--- config.mk ---
export PLATFORM = sky130hd
export DESIGN_NAME = exp3_sweep_ctrl
export DESIGN_NICKNAME = d
export VERILOG_FILES = /design/src/rtl/exp3_pkg.sv /design/src/rtl/exp3_settle_timer.sv /design/src/rtl/exp3_sweep_ctrl.sv
export SDC_FILE = /design/constraint.sdc
export NUM_CORES = 1
export LEC_CHECK = 0
export ABC_AREA = 1
export BUFFER_PORTS_ARGS = -buffer_cell sky130_fd_sc_hd__buf_2
export CORE_MARGIN = 2
export CORE_UTILIZATION = 45
export CTS_CLUSTER_SIZE = 12
export DETAILED_ROUTE_END_ITERATION = 8
export GPL_TIMING_DRIVEN = 0
export PLACE_DENSITY_LB_ADDON = 0.1
export SYNTH_ARGS = -nofsm -noshare
export SYNTH_HDL_FRONTEND = slang
export SYNTH_SLANG_ARGS = --single-unit
export TNS_END_PERCENT = 10
--- constraint.sdc ---
create_clock -name clk -period 2.1 [get_ports clk]
set_clock_uncertainty 0.1 [all_clocks]
set_input_delay 0.525 -clock clk [delete_from_list [all_inputs] [get_ports clk]]
set_output_delay 0.525 -clock clk [all_outputs]
set_load 0.005 [all_outputs]
--- src/rtl/exp3_pkg.sv ---
// Shared types and sizing for the exp3 datapath sweep controller.
// Vector i drives {a,b,c} = i and its {y,x} pair lives at bits [2i+1:2i].
package exp3_pkg;

  localparam int NUM_VEC = 8;
  localparam int RES_W   = 16;
  localparam int CNT_W   = 4;
  localparam int IDX_W   = 3;

  typedef enum logic [1:0] {
    ST_IDLE,
    ST_SETTLE,
    ST_SAMPLE,
    ST_DONE
  } state_t;

  function automatic logic [1:0] get_pair(input logic [RES_W-1:0] v,
                                          input logic [IDX_W-1:0] i);
    return v[{i, 1'b0} +: 2];
  endfunction

endpackage

--- src/rtl/exp3_settle_timer.sv ---
// Settle delay counter: counts while enabled and flags the last settle cycle.
// Clear takes priority so the count restarts from zero on every new vector.
module exp3_settle_timer
  import exp3_pkg::*;
#(
  parameter int SETTLE_CYCLES = 2
) (
  input  logic clk,
  input  logic reset,
  input  logic clr_i,
  input  logic en_i,
  output logic expire_o
);

  localparam logic [CNT_W-1:0] LAST = CNT_W'(SETTLE_CYCLES - 1);

  logic [CNT_W-1:0] cnt_q, cnt_d;

  always_comb begin
    cnt_d = cnt_q;
    if (clr_i)     cnt_d = '0;
    else if (en_i) cnt_d = cnt_q + CNT_W'(1);
  end

  always_ff @(posedge clk) begin
    if (reset) cnt_q <= '0;
    else       cnt_q <= cnt_d;
  end

  assign expire_o = en_i && (cnt_q == LAST);

endmodule

--- src/rtl/exp3_sweep_ctrl.sv ---
// Sweeps all 8 {a,b,c} vectors through the exp3 datapath, samples {y,x}
// after a settle delay and compares each pair against a latched table.
module exp3_sweep_ctrl
  import exp3_pkg::*;
#(
  parameter int SETTLE_CYCLES = 2
) (
  input  logic             clk,
  input  logic             reset,
  input  logic             start,
  input  logic             abort,
  input  logic [RES_W-1:0] exp_table,
  input  logic             x,
  input  logic             y,
  output logic             a,
  output logic             b,
  output logic             c,
  output logic             busy,
  output logic             done,
  output logic             valid,
  output logic [RES_W-1:0] result,
  output logic [CNT_W-1:0] err_cnt,
  output logic             pass
);

  state_t           state_q;
  logic [IDX_W-1:0] idx_q;
  logic [IDX_W-1:0] abc_q;
  logic [RES_W-1:0] exp_q;
  logic [RES_W-1:0] result_q;
  logic [CNT_W-1:0] err_q;
  logic             busy_q, done_q, valid_q, pass_q;
  logic             settle_exp;

  // Timer is held cleared outside SETTLE, so each vector starts from zero.
  exp3_settle_timer #(
    .SETTLE_CYCLES(SETTLE_CYCLES)
  ) u_timer (
    .clk     (clk),
    .reset   (reset),
    .clr_i   (state_q != ST_SETTLE),
    .en_i    (state_q == ST_SETTLE),
    .expire_o(settle_exp)
  );

  always_ff @(posedge clk) begin
    if (reset) begin
      state_q  <= ST_IDLE;
      idx_q    <= '0;
      abc_q    <= '0;
      exp_q    <= '0;
      result_q <= '0;
      err_q    <= '0;
      busy_q   <= 1'b0;
      done_q   <= 1'b0;
      valid_q  <= 1'b0;
      pass_q   <= 1'b0;
    end else begin
      done_q <= 1'b0;
      case (state_q)
        ST_IDLE: begin
          if (start && !abort) begin
            state_q  <= ST_SETTLE;
            idx_q    <= '0;
            abc_q    <= '0;
            exp_q    <= exp_table;
            result_q <= '0;
            err_q    <= '0;
            valid_q  <= 1'b0;
            pass_q   <= 1'b0;
            busy_q   <= 1'b1;
          end
        end
        ST_SETTLE, ST_SAMPLE: begin
          if (abort) begin
            state_q <= ST_IDLE;
            idx_q   <= '0;
            abc_q   <= '0;
            busy_q  <= 1'b0;
            valid_q <= 1'b0;
            pass_q  <= 1'b0;
          end else if (state_q == ST_SETTLE) begin
            if (settle_exp) state_q <= ST_SAMPLE;
          end else begin
            result_q[{idx_q, 1'b0} +: 2] <= {y, x};
            if ({y, x} != get_pair(exp_q, idx_q)) err_q <= err_q + CNT_W'(1);
            if (idx_q == IDX_W'(NUM_VEC - 1)) begin
              state_q <= ST_DONE;
              abc_q   <= '0;
            end else begin
              state_q <= ST_SETTLE;
              idx_q   <= idx_q + IDX_W'(1);
              abc_q   <= idx_q + IDX_W'(1);
            end
          end
        end
        ST_DONE: begin
          // Abort is deliberately not looked at here: a finished sweep completes.
          state_q <= ST_IDLE;
          idx_q   <= '0;
          busy_q  <= 1'b0;
          done_q  <= 1'b1;
          valid_q <= 1'b1;
          pass_q  <= (err_q == '0);
        end
        default: state_q <= ST_IDLE;
      endcase
    end
  end

  assign {a, b, c} = abc_q;
  assign busy      = busy_q;
  assign done      = done_q;
  assign valid     = valid_q;
  assign result    = result_q;
  assign err_cnt   = err_q;
  assign pass      = pass_q;

endmodule

[Word-level counts from Yosys, hierarchy flattened]
Cells that the tools add are included.
Operators by class
  add/subtract/negate cells: 4
  $mul: 0
  div/mod/pow operators: 0
  magnitude comparators: 0
  eq/ne operators: 15
  shifts and indexed selects: 3
  mux-type cells: 32
  bitwise operators: 0
  reduce and logical (&&, ||, !) cells: 15
Operators by type and width (number)
  16-bit two-way mux: 3
  16-bit one-hot mux with 2 select lines: 1
  3-bit two-way mux: 7
  16-bit bitwise mux: 1
  4-bit two-way mux: 4
  2-bit by 6-bit variable shift with 16-bit output (first input constant): 1
  16-bit by 5-bit indexed part select with 2-bit output: 1
  2-bit by 6-bit indexed part select with 16-bit output: 1
  2-bit two-way mux: 5
  2-bit != test (second input constant): 5
  1-bit one-hot mux with 3 select lines: 3
  3-bit one-hot mux with 3 select lines: 1
  4-bit by 1-bit adder with 4-bit output (second input constant): 2
  4-bit one-hot mux with 2 select lines: 1
  3-bit != test (second input constant): 2
  4-bit negation with 6-bit output: 1
  2-bit one-hot mux with 3 select lines: 1
  3-bit one-hot mux with 2 select lines: 1
  2-bit AND reduction: 3
  3-bit AND reduction: 2
  5-bit AND reduction: 1
  2-bit == test (second input constant): 2
  4-bit by 1-bit == test with 1-bit output (second input constant): 1
  4-bit logical NOT: 1
  13 further kinds: 18
Word-level totals
  bits in registers: 52
  bits in latches: 0
  RAM bits: 0
  bits in read-only memories: 0
  input port bits: 22
  output and inout port bits: 27
  word-level logic and storage cells: 80
  memories: 0

[Depth between registers and ports, before layout]
Gate-level depths: netlist of run 1.
  word-level depth: 6
  depth in mapped cells: 13
  mapped depth without buffers: 12

[Hierarchy]
From an unflattened synthesis of run 1, not the netlist that was laid out.
Unflattened totals
  cells, all modules: 363
  area total of the unflattened synthesis: 2621.3 um^2
Modules (own cells, without submodules)
  exp3_sweep_ctrl: times used 1, cells each 338, area an instance 2431.1 um^2, seq. area each 960.9 um^2
  exp3_settle_timer: times used 1, cells each 25, area an instance 190.2 um^2, seq. area each 80.1 um^2

[Worst setup path before layout of run 1]
Ideal clock, no wire load.
  path type: reg2reg
  from: register idx_q[0]
  to: register result_q[6] (netlist: result[6])
  setup time: 0.132 ns
  arrival time: 1.716 ns
  required time: 1.868 ns
  path slack: 0.152 ns
  cell stages (with the launch flop): 10
  buffers on the path: 1
  clock period less this slack: 1.948 ns
  cells stage by stage: dfxtp_1 -> inv_2 -> buf_6 -> ha_1 -> ha_1 -> inv_1 -> nor3_1 -> o21ai_2 -> nand2_1 -> a21oi_1
On the way
  word-level cells in the longest chain between the ends: 6
  elaborated cells between the ends (all ways): 7
  classes of those cells: add/sub: 1; shift: 2; mux: 4
Ends and longest elaborated chain
  start: declaration: line exp3_sweep_ctrl.sv:27  | logic [IDX_W-1:0] idx_q;
  start signal: assignment: line exp3_sweep_ctrl.sv:92  | idx_q <= idx_q + IDX_W'(1);
  4-bit negation with 6-bit output *: line exp3_sweep_ctrl.sv:85  | result_q[{idx_q, 1'b0} +: 2] <= {y, x};
  2-bit by 6-bit indexed part select with 16-bit output or 2-bit by 6-bit variable shift with 16-bit output (tied branches): line exp3_sweep_ctrl.sv:85
  16-bit bitwise mux *: line exp3_sweep_ctrl.sv:85
  16-bit two-way mux *: line exp3_sweep_ctrl.sv:82  | end else if (state_q == ST_SETTLE) begin
  16-bit two-way mux *: line exp3_sweep_ctrl.sv:75  | if (abort) begin
  16-bit one-hot mux with 2 select lines *: line exp3_sweep_ctrl.sv:60  | case (state_q)
  end signal: indexed assignment: line exp3_sweep_ctrl.sv:85
  end: declaration: line exp3_sweep_ctrl.sv:30  | logic [RES_W-1:0] result_q;
Every way passes the cells marked *; elsewhere a longest branch is shown, timed or not. The select of a mux whose other input is x is not followed.
A chain may end at the register's enable or synchronous reset.

[Worst setup path in the final report of run 1]
  from: register idx_q[0]
  to: register result_q[1] (netlist: result[1])
Same word-level chain as after synthesis.

==> results of run 1 <==
-- logic make-up after synthesis --
family,after synthesis,share of synthesized area [%]
compound gates,81,16.8
xor+xnor,4,1.30
fa+ha+maj,15,6.97
buf+inv,62,9.71
simple gates,145,26.6
flops,52,38.6
-- layout make-up --
type | count | area, µm² | area share (%)
plain buffers | 13 | 75.1 | 2.35
clock buffers | 8 | 90.1 | 2.82
inverters | 49 | 186 | 5.85
multi-input cells | 245 | 1450 | 45.4
flip-flops and latches | 52 | 1050 | 32.8
well taps | 75 | 93.8 | 2.94
repair buffers | 49 | 250 | 7.85
-- what timing repair did --
item | CTS | global route
endpoints found under the setup margin | 9 | 16
pin swaps | 0 | 5
resized for setup | 6 | 10
setup buffers | 0 | 2
-- worst reg2reg max path, stage by stage, from the launching register on --
cell     delay (ns)
dfxtp_4        0.37
inv_2          0.08
buf_6          0.16
ha_2           0.23
ha_4           0.22
inv_2          0.10
nand3_1        0.13
nor3_4         0.25
nand3_1        0.12
a21oi_1        0.16
-- registers in the layout, summed over array words and instances, names as in the netlist --
signal         flops
abc_q              3
busy               1
done               1
err_cnt            4
exp_q             16
idx_q              3
pass               1
result            16
state_q            2
u_timer.cnt_q      4
valid              1
-- power by group --
part	switching [W]	internal, W	leakage [nW]
Combinational	0.00153	0.000781	0.888
Clock	0.000321	0.000269	0.0455
Sequential	0.0000974	0.00114	0.424
-- per-layer routing --
metal	up-vias	share of wire, %
met4	0	1.0
met2	47	46
met3	5	4.0
met1	1155	49
met5	-	0
li1	1287	-
-- worst paths after layout --
kind / from / end / depth (start not counted)
setup / recovery: idx_q[0] / result[1] / 9
hold / removal: exp_q[15] / exp_q[15] / 2
setup reg to reg: idx_q[0] / result[1] / 9
hold reg to reg: exp_q[15] / exp_q[15] / 2
-- cells in the mapped netlist, types with 2 or more instances --
cell      instances
o21ai_0          25
inv_1            41
nor3_1            7
nand2_1          64
nand4_1           6
a21oi_1          45
buf_6             2
dfxtp_1          52
ha_1             15
xnor2_1           2
nand3_1          30
clkbuf_1          8
nand3b_1          2
xor2_1            2
o21ai_2           7
inv_2             7
nand3_2           3
nor2_1           25
-- per-stage QoR --
step / cells / cell area [µm²] / total power (W)
floorplan: 359 / 2690 / 0.00291
global placement: 481 / 3020 / 0.00335
detailed placement: 481 / 3020 / 0.00339
CTS: 489 / 3140 / 0.00405
global route: 491 / 3190 / 0.00453
finish: 491 / 3190 / 0.00414
==> flow_summary_export.csv, run 1 <==
group,metric,value,unit
die,initial_core_util,46.0,%
finish,final_common_cell,"nand2_1",
critical_path,path_cells,"inv_2, buf_6, ha_2, ha_4, inv_2, nand3_1, nor3_4, nand3_1, a21oi_1",
min_path,hold_class,"register to register",
finish,layout_common_cells,"64 x nand2_1, 50 x dfxtp_1, 48 x buf_2",
synth,synth_enable_flop_cells,0,
die,num_rows,28,
synth,synth_area_leader_cell,"dfxtp_1",
finish,fin_util,54.5,%
sta,fmax,504,MHz
run,maxCapViolCount,0,
sta,layout_setup_ws,0.118,ns
synth,synthesis.nets,396,
synth,postSynthCellCount,359,
sta,worst_pin_slew,0.525,ns
finish,drive_gt1_share,24.3,%
grt,grtUsageMet2,33.7,%
placement,dp.final_hpwl,4810,µm
clock_tree,cts_tree,"built",
critical_path,setup.worst_path.start_class,"register",
critical_path,required,2.24,ns
critical_path,max_stage_delay,0.37,ns
critical_path,cp_num_buf_inv,3,
routing,first_pass_iters,4,
routing,drc_errors,0,
clock_tree,clk_pin_slew,0.09,ns
critical_path,critical_path_class,"register to register",
synth,synth_cell_types,34,
finish,area_growth,18.4,%
clock_tree,cts-htree-levels,2,
die,die-height,81.4,µm
synth,yosys_register_bits,52,
sta,drv_slew,0,
critical_path,cp_top_family,"simple AND/OR/NAND/NOR gates",
sta,rsz0062_at_grt,"true",
sta,setup_violations,0,
grt,grt_first_pass_wirelength,10700,µm
grt,overflow,0,
clock_tree,numCtsBuffers,5,
sta,hold_viol_final,0,
synth,synth_area_per_cell,7.50,µm²
synth,synthTopCellsByArea,"dfxtp_1 39%, nand2_1 8.9%, a21oi_1 8.4%",
finish,num-fill-cells,594,
grt,grt_usage,20.9,%
sta,slew_headroom,65.0,%
clock_tree,clk_latency,0.31,ns
routing,wirelength,6410,µm
pwr,powerDensity,1300,nW/µm²
critical_path,r2r_setup_slack,0.12,ns
die,dieArea,6620,µm²
routing,vias,2494,
clock_tree,cts_root_buf,"clkbuf_8",
synth,synth_seq_area_share,38.6,%
critical_path,cp-end-kind,"register",
grt,grt_pass1_vias,2287,
placement,place.port_buffers,47,
grt,grtUsageMet3,4.33,%
placement,place_congestion,0.865,
grt,grt_start_max_net_pins,15,
die,core-area,5850,µm²
routing,ant_nets,0,
grt,met1_usage,28.4,%
routing,drt-initial-drc-count,139,
routing,post_drt_wl_per_cell,13.1,µm
clock_tree,clock_sinks,52,
sta,final.setup.tns,0,ns
pwr,p_leak,1.36,nW
synth,yosys_most_used_dff,"dfxtp_1",
finish,nets,452,
grt,antenna_found_initial,0,
grt,top_usage_layer,"met2",
sta,whs,0.355,ns
synth,yosysWarnings,0,
finish,antennaDiodeCount,0,
routing,viasPerCell,5.08,
synth,synthArstFlopShare,0,%
sta,period_needed,1.98,ns
sta,timing.final.crit_share,94.4,%
critical_path,cp.arrival,2.13,ns
clock_tree,cts.path.max_buffers,2,
status,run_status,"finished clean",
synth,synth_area,2690,µm²
synth,synth_top_area_share,38.6,%
placement,post-place-ws,-0.114,ns
pwr,ir_worst_vdd,0.627,mV
critical_path,cp_max_fo,11,
die,ioPinCount,49,
clock_tree,hold_buffers,0,
die,die-width,81.4,µm
critical_path,slowest_stage,"dfxtp_4",
Note: power is estimated with default switching activity, not from simulation.
==> inputs of run 2 (changes only) <==
--- a/config.mk
+++ b/config.mk
@@ -13,6 +13,7 @@
 export DETAILED_ROUTE_END_ITERATION = 8
 export GPL_TIMING_DRIVEN = 0
 export PLACE_DENSITY_LB_ADDON = 0.1
+export RECOVER_POWER = 25
 export SYNTH_ARGS = -nofsm -noshare
 export SYNTH_HDL_FRONTEND = slang
 export SYNTH_SLANG_ARGS = --single-unit
==> flow_summary_export.csv, run 2 (synthesized netlist as in run 1, its figures left out) <==
group,metric,value,unit
routing,met3WireLength,227,µm
sta,hold_viol_final,0,
finish,layout_common_cells,"64 x nand2_1, 50 x dfxtp_1, 44 x a21oi_1",
finish,final_common_cell,"nand2_1",
routing,vias,2492,
sta,fmax,504,MHz
critical_path,setup.worst_path.start_class,"register",
critical_path,r2r_start,"idx_q[0]",
die,die-height,81.4,µm
critical_path,cp.arrival,2.13,ns
pwr,p_leak,1.32,nW
critical_path,r2r_end,"result[1]",
critical_path,critical_path_class,"register to register",
run,maxCapViolCount,0,
min_path,min_to,"exp_q[15]",
critical_path,path_cells,"inv_2, buf_6, ha_2, ha_4, inv_2, nand3_1, nor3_4, nand3_1, a21oi_1",
routing,ant_nets,0,
routing,met2_length,2900,µm
sta,layout_setup_ws,0.117,ns
routing,wirelength,6420,µm
sta,drv_slew,0,
clock_tree,cts-htree-levels,2,
pwr,powerDensity,1300,nW/µm²
clock_tree,cts_root_buf,"clkbuf_8",
clock_tree,clk_latency,0.31,ns
sta,final.setup.tns,0,ns
die,initial_core_util,46.0,%
clock_tree,clock_sinks,52,
die,dieArea,6620,µm²
die,num_rows,28,
routing,top_layer,"met4",
grt,overflow,0,
min_path,hold_class,"register to register",
die,die-width,81.4,µm
critical_path,reg2regPathDepth,9,
critical_path,max_stage_delay,0.37,ns
grt,grt_usage,20.9,%
clock_tree,clk_pin_slew,0.09,ns
clock_tree,cts.path.max_buffers,2,
sta,slew_headroom,63.9,%
routing,drt-initial-drc-count,138,
finish,antennaDiodeCount,0,
status,run_status,"finished clean",
finish,area_growth,18.0,%
grt,grt_first_pass_wirelength,10700,µm
routing,drc_errors,0,
routing,post_drt_wl_per_cell,13.1,µm
routing,viasPerCell,5.08,
clock_tree,numCtsBuffers,5,
critical_path,cp-end-kind,"register",
sta,setup_violations,0,
clock_tree,cts_tree,"built",
placement,place.port_buffers,47,
placement,post-place-ws,-0.114,ns
min_path,whs_path_depth,2,
finish,drive_gt1_share,22.1,%
die,core-area,5850,µm²
critical_path,cp_top_family,"simple AND/OR/NAND/NOR gates",
critical_path,cp_num_buf_inv,3,
clock_tree,hold_buffers,0,
sta,timing.final.crit_share,94.4,%
min_path,min_from,"exp_q[15]",
pwr,ir_worst_vdd,0.627,mV
grt,antenna_found_initial,0,
sta,period_needed,1.98,ns
routing,first_pass_iters,4,
grt,grt_pass1_vias,2287,
critical_path,cp_max_fo,11,
finish,nets,452,
placement,dp.final_hpwl,4810,µm
routing,wl_met1,3230,µm
sta,worst_pin_slew,0.541,ns
die,ioPinCount,49,
grt,grt_start_max_net_pins,15,
sta,rsz0062_at_grt,"true",
critical_path,slowest_stage,"dfxtp_4",
critical_path,required,2.24,ns
critical_path,r2r_setup_slack,0.12,ns
placement,place_congestion,0.865,
-- run 2: cell types whose count changed in the layout (fill, tap and decap cells not counted) --
| cell | delta |
|---|---|
| buf_2 | -9 |
| clkbuf_1 | +9 |
-- run 2: final cells by class --
type                            instances  area [µm²]
Fill cell                             595        2670
Multi-Input combinational cell        245        1450
Sequential cell                        52        1050
Timing Repair Buffer                   49         239
Inverter                               49         186
Tap cell                               75        93.8
Clock buffer                            8        90.1
Buffer                                 13        75.1
-- run 2: repair_timing --
item | in CTS | in global routing
resized for setup | 6 | 10
pin swaps | 0 | 5
buffers inserted | 0 | 2
endpoints found under the setup margin | 9 | 16
-- run 2: worst reg2reg max path, cell delays in order, from the launching register on --
cell and delay, ns:
dfxtp_4 0.37, inv_2 0.08, buf_6 0.16, ha_2 0.23, ha_4 0.22, inv_2 0.10, nand3_1 0.13, nor3_4 0.25
nand3_1 0.12, a21oi_1 0.16
-- run 2: worst max path at each step --
stage / from / endpoint / slack, ns / cells after the start
4_1_cts: idx_q[0] / result[14] / 0.02 / 9
3_3_place_gp: idx_q[0] / result[2] / -0.11 / 9
6_report: idx_q[0] / result[1] / 0.12 / 9
2_1_floorplan: idx_q[0] / result[6] / 0.15 / 9
3_5_place_dp: idx_q[0] / result[2] / -0.11 / 9
5_1_grt: idx_q[0] / result[0] / -0.006 / 8
-- run 2: power by group --
| part | switching (W) | total, W | internal (W) |
|---|---|---|---|
| clock | 0.000321 | 0.000590 | 0.000269 |
| sequential | 0.0000979 | 0.00124 | 0.00114 |
| combinational | 0.00153 | 0.00231 | 0.000782 |
| total | 0.00195 | 0.00414 | 0.00219 |
-- run 2: layer usage --
metal	vias up	GRT usage, %
met5	-	0
met4	0	5.59
met3	5	4.33
met2	41	33.7
met1	1157	28.4
li1	1289	-
-- run 2: per-stage QoR --
stage	power, W	utilization, %	hold WS, ns	cells	cell area (µm²)
after floorplan	0.00291	-	0.329	359	2690
after global placement	0.00335	51.7	0.339	481	3020
after detailed placement	0.00339	51.7	0.347	481	3020
after CTS	0.00405	53.6	0.360	489	3140
after global routing	0.00453	54.3	0.379	491	3180
final	0.00414	54.3	0.355	491	3180
==> inputs of run 3 (changes only) <==
--- a/config.mk
+++ b/config.mk
@@ -12,7 +12,7 @@
 export CTS_CLUSTER_SIZE = 12
 export DETAILED_ROUTE_END_ITERATION = 8
 export GPL_TIMING_DRIVEN = 0
-export PLACE_DENSITY_LB_ADDON = 0.1
+export PLACE_DENSITY = 0.78
 export RECOVER_POWER = 25
 export SYNTH_ARGS = -nofsm -noshare
 export SYNTH_HDL_FRONTEND = slang
==> flow_summary_export.csv, run 3 (synthesized netlist as in run 1, its figures left out) <==
group,metric,value,unit
status,run_status,"finished clean",
routing,post_drt_wl_per_cell,12.4,µm
sta,hold_viol_final,0,
sta,setup_violations,0,
clock_tree,clock_sinks,52,
finish,stdcell_count,490,
clock_tree,numCtsBuffers,5,
pwr,p_leak,1.33,nW
min_path,whs_path_depth,2,
finish,final_common_cell,"nand2_1",
finish,layout_common_cells,"64 x nand2_1, 50 x dfxtp_1, 45 x a21oi_1",
finish,stdcell_area,3180,µm²
critical_path,slowest_stage,"dfxtp_2",
critical_path,r2r_start,"idx_q[0]",
sta,period_needed,1.98,ns
finish,drive_gt1_share,21.2,%
sta,drv_slew,0,
critical_path,setup.worst_path.start_class,"register",
grt,overflow,0,
clock_tree,cts-htree-levels,2,
clock_tree,clk_pin_slew,0.09,ns
critical_path,max_stage_delay,0.38,ns
finish,antennaDiodeCount,0,
sta,fmax,504,MHz
routing,drt-initial-drc-count,175,
finish,fin_util,54.4,%
critical_path,cp.arrival,2.13,ns
die,num_rows,28,
routing,drc_errors,0,
sta,timing.final.crit_share,94.5,%
critical_path,cp_max_fo,11,
die,ioPinCount,49,
placement,dp.cells,481,
grt,top_usage_layer,"met2",
grt,grtUsageMet3,4.00,%
critical_path,reg2regPathDepth,9,
min_path,min_from,"exp_q[13]",
placement,place.port_buffers,47,
min_path,hold_class,"register to register",
grt,met1_usage,24.7,%
placement,dp.final_hpwl,4690,µm
grt,grt_first_pass_wirelength,10100,µm
grt,grt_pass1_vias,2303,
clock_tree,cts_tree,"built",
die,core-area,5850,µm²
routing,wirelength,6090,µm
pwr,total_power,0.00415,W
grt,grtUsageMet2,32.4,%
critical_path,r2r_setup_slack,0.12,ns
finish,nets,451,
critical_path,path_cells,"inv_2, buf_6, ha_1, ha_1, nor3_2, nand2_1, nor2_1, nand2_1, a21oi_1",
placement,place_congestion,0.905,
die,dieArea,6620,µm²
finish,area_growth,18.2,%
clock_tree,cts.path.max_buffers,2,
critical_path,required,2.24,ns
routing,first_pass_iters,4,
clock_tree,cts_root_buf,"clkbuf_8",
clock_tree,hold_buffers,0,
sta,slew_headroom,65.6,%
grt,grt_usage,19.5,%
pwr,ir_worst_vdd,0.563,mV
clock_tree,clk_latency,0.30,ns
routing,ant_nets,0,
routing,viasPerCell,5.10,
critical_path,critical_path_class,"register to register",
sta,worst_pin_slew,0.515,ns
die,initial_core_util,46.0,%
grt,antenna_found_initial,0,
run,maxCapViolCount,0,
pwr,powerDensity,1300,nW/µm²
die,die-height,81.4,µm
placement,place_area,3020,µm²
grt,grt_start_max_net_pins,16,
critical_path,r2r_end,"result[14]",
critical_path,cp-end-kind,"register",
die,die-width,81.4,µm
routing,vias,2498,
min_path,min_to,"exp_q[13]",
-- run 3: cell types whose count changed in the layout (fill, tap and decap cells not counted), sizes merged --
cell,previous run,this run
buf,44,41
clkbuf,26,27
clkinvlp,0,1
-- run 3: how the worst max path moves through the flow --
stage | from | endpoint | slack (ns) | depth (start not counted)
2_1_floorplan | idx_q[0] | result[6] | 0.15 | 9
3_3_place_gp | idx_q[0] | result[3] | -0.13 | 9
3_5_place_dp | idx_q[0] | result[4] | -0.16 | 8
4_1_cts | idx_q[0] | result[13] | -0.0002 | 7
5_1_grt | idx_q[0] | result[14] | -0.008 | 9
6_report | idx_q[0] | result[14] | 0.12 | 9
-- run 3: worst max-delay path: cells and delay by family, from the launching register on --
kind | cells | cell delay [ns]
AND/OR/NAND/NOR | 4 | 0.60
adder cells (fa/ha/maj) | 2 | 0.50
flip-flops | 1 | 0.38
buffers and inverters | 2 | 0.21
AO/OA/AOI/OAI | 1 | 0.13
-- run 3: through the flow --
stage,setup TNS (ns),setup WS [ns],hold WS [ns]
floorplan,0,0.152,0.329
global placement,-0.536,-0.126,0.343
detailed placement,-0.746,-0.160,0.348
CTS,-0.000240,-0.000240,0.361
global route,-0.00768,-0.00768,0.376
finish,0,0.116,0.359
-- run 3: timing repair --
action                                  CTS  global route
resized for setup                         5            13
pin swaps                                 0             2
setup buffers                             0             1
endpoints found under the setup margin   11            15
-- run 3: cell type report --
type                       instances  area, µm²
fill                             545       2670
multi-input combinational        245       1460
sequential                        52       1040
timing repair buffer              48        229
inverter                          49        191
tap                               75       93.8
clock buffer                       7       86.3
buffer                            13       75.1
clock inverter                     1       7.51
-- run 3: routing by layer --
metal  share of wire (%)  routed length, µm
met4                 1.7                105
met3                 5.7                347
met2                  47               2890
met1                  45               2750
met5                   0                  0
-- run 3: report_power, final --
| part | total, W | internal (W) | switching [W] | leakage [nW] |
|---|---|---|---|---|
| Combinational | 0.00232 | 0.000764 | 0.00156 | 0.859 |
| Clock | 0.000591 | 0.000268 | 0.000323 | 0.0445 |
| Sequential | 0.00124 | 0.00114 | 0.0000981 | 0.424 |
| Total | 0.00415 | 0.00217 | 0.00198 | 1.33 |
